[src/rtl/sipo_deser_rx.sv]
// sipo_deser_rx: serial-to-parallel word receiver with MSB/LSB-first framing and a one-entry valid/ready output.
// Optional macro PARITY_CHECK_EN appends a parity bit per word and reports parity_err.
module sipo_deser_rx #(
  parameter int WIDTH      = 16,
  parameter bit PARITY_ODD = 1'b0
) (
  input  logic             clk,
  input  logic             rst_n,
  input  logic             ser_in,
  input  logic             ser_valid,
  input  logic             frame_start,
  input  logic             lsb_first,
  output logic [WIDTH-1:0] data_out,
  output logic             out_valid,
  input  logic             out_ready,
  output logic             busy,
  output logic             overrun,
  output logic             frame_abort,
  output logic             parity_err
);
  localparam logic [1:0] IDLE  = 2'd0;
  localparam logic [1:0] SHIFT = 2'd1;
  localparam logic [1:0] PAR   = 2'd2;
  localparam int CW = $clog2(WIDTH + 1);
  logic [1:0] state, state_nx;
  logic [CW-1:0] cnt;
  logic [WIDTH-1:0] sr, sr_shift, word;
  logic lsb_mode, mode_nx, start, last, commit, perr_nx;
  assign start    = ser_valid && frame_start;
  assign mode_nx  = (state == IDLE || start) ? lsb_first : lsb_mode;
  assign sr_shift = mode_nx ? {ser_in, sr[WIDTH-1:1]} : {sr[WIDTH-2:0], ser_in};
  assign last     = ser_valid && !frame_start && state == SHIFT && cnt == CW'(WIDTH - 1);
  assign busy     = state != IDLE;
`ifdef PARITY_CHECK_EN
  localparam logic [1:0] DONE_ST = PAR;
  assign commit  = ser_valid && !frame_start && state == PAR;
  assign word    = sr;
  assign perr_nx = ^{sr, ser_in} ^ PARITY_ODD;
`else
  localparam logic [1:0] DONE_ST = IDLE;
  assign commit  = last;
  assign word    = sr_shift;
  assign perr_nx = PARITY_ODD & 1'b0;
`endif
  // a frame_start always wins over completing or parity-checking the current word
  always_comb
    state_nx = start ? SHIFT : last ? DONE_ST : (state == PAR && ser_valid) ? IDLE : state;
  always_ff @(posedge clk or negedge rst_n)
    if (!rst_n) begin
      state       <= IDLE;
      cnt         <= '0;
      sr          <= '0;
      lsb_mode    <= 1'b0;
      data_out    <= '0;
      out_valid   <= 1'b0;
      overrun     <= 1'b0;
      frame_abort <= 1'b0;
      parity_err  <= 1'b0;
    end else begin
      state       <= state_nx;
      overrun     <= commit && out_valid && !out_ready;
      frame_abort <= start && state != IDLE;
      if (start) begin
        cnt      <= CW'(1);
        lsb_mode <= lsb_first;
        sr       <= sr_shift;
      end else if (ser_valid && state == SHIFT) begin
        cnt <= cnt + 1'b1;
        sr  <= sr_shift;
      end
      if (commit && (!out_valid || out_ready)) begin
        data_out   <= word;
        out_valid  <= 1'b1;
        parity_err <= perr_nx;
      end else if (out_ready) begin
        out_valid <= 1'b0;
      end
    end
endmodule
[config.mk]
export PLATFORM = sky130hd
export DESIGN_NAME = sipo_deser_rx
export DESIGN_NICKNAME = d
export VERILOG_FILES = /design/src/rtl/sipo_deser_rx.sv
export SDC_FILE = /design/constraint.sdc
export NUM_CORES = 1
export LEC_CHECK = 0
export CORE_ASPECT_RATIO = 1.5
export CORE_MARGIN = 1.5
export CORE_UTILIZATION = 59
export DETAILED_ROUTE_END_ITERATION = 10
export PLACE_DENSITY = 0.87
export SLEW_MARGIN = 20
export SYNTH_ARGS = -nofsm -noshare
export SYNTH_HDL_FRONTEND = slang
export SYNTH_SLANG_ARGS = --single-unit
export TNS_END_PERCENT = 20
[constraint.sdc]
create_clock -name clk -period 4.1 [get_ports clk]
set_input_delay 1.23 -clock clk [delete_from_list [all_inputs] [get_ports clk]]
set_output_delay 1.23 -clock clk [all_outputs]
set_load 0.05 [all_outputs]
==> summary.txt <==
outcome: completed
antenna violations before repair: 0
Clock Skew: 0.00650 ns
cell area after synthesis: 2230 µm²
starting density of the core: 61.1%
Finished Layout Cells: 242
Post-DRT Antenna Nets: 0
CP endpoint kind: flop
die height: 78.3 µm
Slowest cell on crit path: clkdlybuf4s50_1
Max Slew Vio Count: 0
CP dominant cell by count: mux2i_1
worst rel slew slack: 33.3%
WL/cell: 16.9 µm
Diodes inserted: 0
crit-path cells: clkdlybuf4s50_1, mux2i_1, mux2i_1, mux2_4
core box area: 3650 µm²
final net count: 208
CTS tree: done
Tcrit/Tclk final: 72.0%
Setup Fix Bufs, Post-CTS: 0
Final TNS setup: 0 ns
Placed Cells incl. Taps: 235
vias in the first global route: 1463
Die Width: 53.2 µm
Final GP Congestion: 0.685
max-cap violations: 0
Clock Latency Late Sink: 0.29 ns
WP buf/inv: 1
share of cells above drive strength 1: 20.1%
fmax: 0.339 GHz
Fin. Hold Viols: 0
Syn Nets: 185
area grow syn2layout: 13.6%
RSZ-0062 raised after global routing: no
# hold bufs at CTS: 0
number of fill cells: 280
maximum clock path buffer count: 2
worst hold path class: flop to flop
post-layout min period: 2.95 ns
unique cell type count in the Yosys netlist: 26
flops & latches, synth: 42
largest area contributor in the netlist: dfrtp_1
Worst EP required: 4.27 ns
CP Max Fanout: 17
Synth area leaders: dfrtp_1 47%, mux2i_1 22%, mux2_2 12%
delay-heaviest family, CP: buffers and inverters
CTS root buf: clkbuf_8
static leakage: 1.31 nW
worst slew pin tran: 0.997 ns
yosys warns: 0
H-tree Lvls: 2
largest net degree at the start of global routing: 43
critical path class: primary input to flop
Via density: 5.77
total grt overflow: 0
IO Pins: 28
clk sinks: 42
Routed WL: 4080 µm
sequential area share after synthesis: 47.1%
CP arrival: 3.12 ns
Post-Synthesis Cells: 176
row count: 27
die area: 4160 µm²
power per cell area: 433 nW/µm²
1st-pass router iterations: 4
GRT Util Overall: 22.9%
Post-DP HPWL: 2880 µm
CP max stage delay: 1.13 ns
first-pass GRT wire length: 6970 µm
Num CTS Buffers: 5
Port Buffer Count: 26
startpoint types: primary input
DRC Markers: 0
endpoints failing setup: 0
peak supply drop: 0.349 mV
clock-pin slew on the worst setup and hold paths: 0.08 ns
DRT iter0 DRCs: 39
via count: 1397
post_cts resized: 0
share of Yosys cell area claimed by the top area cell type: 47.1%
synthesized area per cell: 12.7 µm²
[metrics by stage]
step           area [µm²]  worst slack (ns)  util [%]  hold WS [ns]  total power, mW
2_1_floorplan        2230              1.74         -         0.450            0.782
3_3_place_gp         2450             0.976      67.3         0.466            0.826
3_5_place_dp         2450             0.857      67.3         0.493            0.862
4_1_cts              2530              1.15      69.4         0.509             1.11
5_1_grt              2530              1.08      69.4         0.533             1.16
6_report             2530              1.15      69.4         0.506             1.10
[worst reg2reg max path, delay by kind of cell, from the launching register on]
family                   cells  cell delay (ns)
adder cells (fa/ha/maj)      2             0.47
flip-flops                   1             0.41
multiplexers                 1             0.39
AND/OR/NAND/NOR              2             0.45
[report_power, final]
group	switching, mW	internal (mW)
sequential	0.0976	0.484
combinational	0.122	0.149
clock	0.132	0.114
total	0.351	0.747
[cell families after synthesis]
family                     after synthesis  share of synthesized area, %
AOI/OAI and AO/OA                       12                          3.65
adders and majority gates                2                          1.12
xor gates and xnor gates                 1                         0.393
buffers and inverters                   18                          5.27
muxes                                   77                          37.0
and+or+nand+nor                         23                          5.27
other                                    1                         0.168
DFF                                     42                          47.1
[sequential cells by signal, summed over array words and instances, names as in the netlist]
name         count
sr              16
data_out        16
cnt              5
state            1
overrun          1
lsb_mode         1
out_valid        1
frame_abort      1
[per-layer routing]
metal | GRT usage [%] | vias up | share of wire [%]
met2 | 41.0 | 19 | 56
met3 | 4.94 | 5 | 2.8
met5 | 0 | - | 0
met1 | 26.7 | 714 | 40
met4 | 6.15 | 0 | 0.98
li1 | - | 659 | -
[area by class of cell]
class / count / area, µm² / area share (%)
inverter: 7 / 26.3 / 1.04
clock inverter: 2 / 10.0 / 0.395
timing repair buffer: 27 / 263 / 10.4
multi-input combinational: 116 / 1060 / 41.9
tap: 43 / 53.8 / 2.12
sequential: 42 / 1050 / 41.5
clock buffer: 5 / 68.8 / 2.72
[Yosys cell counts, drive strengths merged]
cell    count
dfrtp      42
and3b       1
inv         7
o21ai       9
nand2      15
mux2i      49
mux2       28
a21boi      1
clkbuf      1
ha          2
conb        1
a21oi       1
nand3       2
xor2        1
nor2        1
buf        10
nand2b      1
a22o        1
and3        2
nand3b      1
[worst paths after layout]
| path | from | endpoint | slack, ns | cells past startpoint |
|---|---|---|---|---|
| max in group asynchronous | rst_n | sr[9] | 2.45 | 1 |
| min in group asynchronous | rst_n | sr[0] | 1.08 | 1 |
| worst min-delay path | cnt[2] | cnt[2] | 0.51 | 1 |
| worst max-delay path | lsb_first | data_out[11] | 1.15 | 4 |
| worst max register to register | cnt[0] | data_out[8] | 2.27 | 5 |
| worst min register to register | cnt[2] | cnt[2] | 0.51 | 1 |
[cells in the final DEF (no fill, tap or decap), drive strengths merged]
cell type and instances:
clkbuf 5, nand3b 1, o21ai 9, nand3 2, inv 7, nor2 1, mux2i 49, a21oi 1
a21boi 1, and3 2, nand2b 1, xor2 1, clkdlybuf4s50 25, buf 2, a22o 1, ha 2
clkinv 2, conb 1, nand2 15, dfrtp 42, and3b 1, mux2 28
Note: power is estimated with default switching activity, not from simulation.
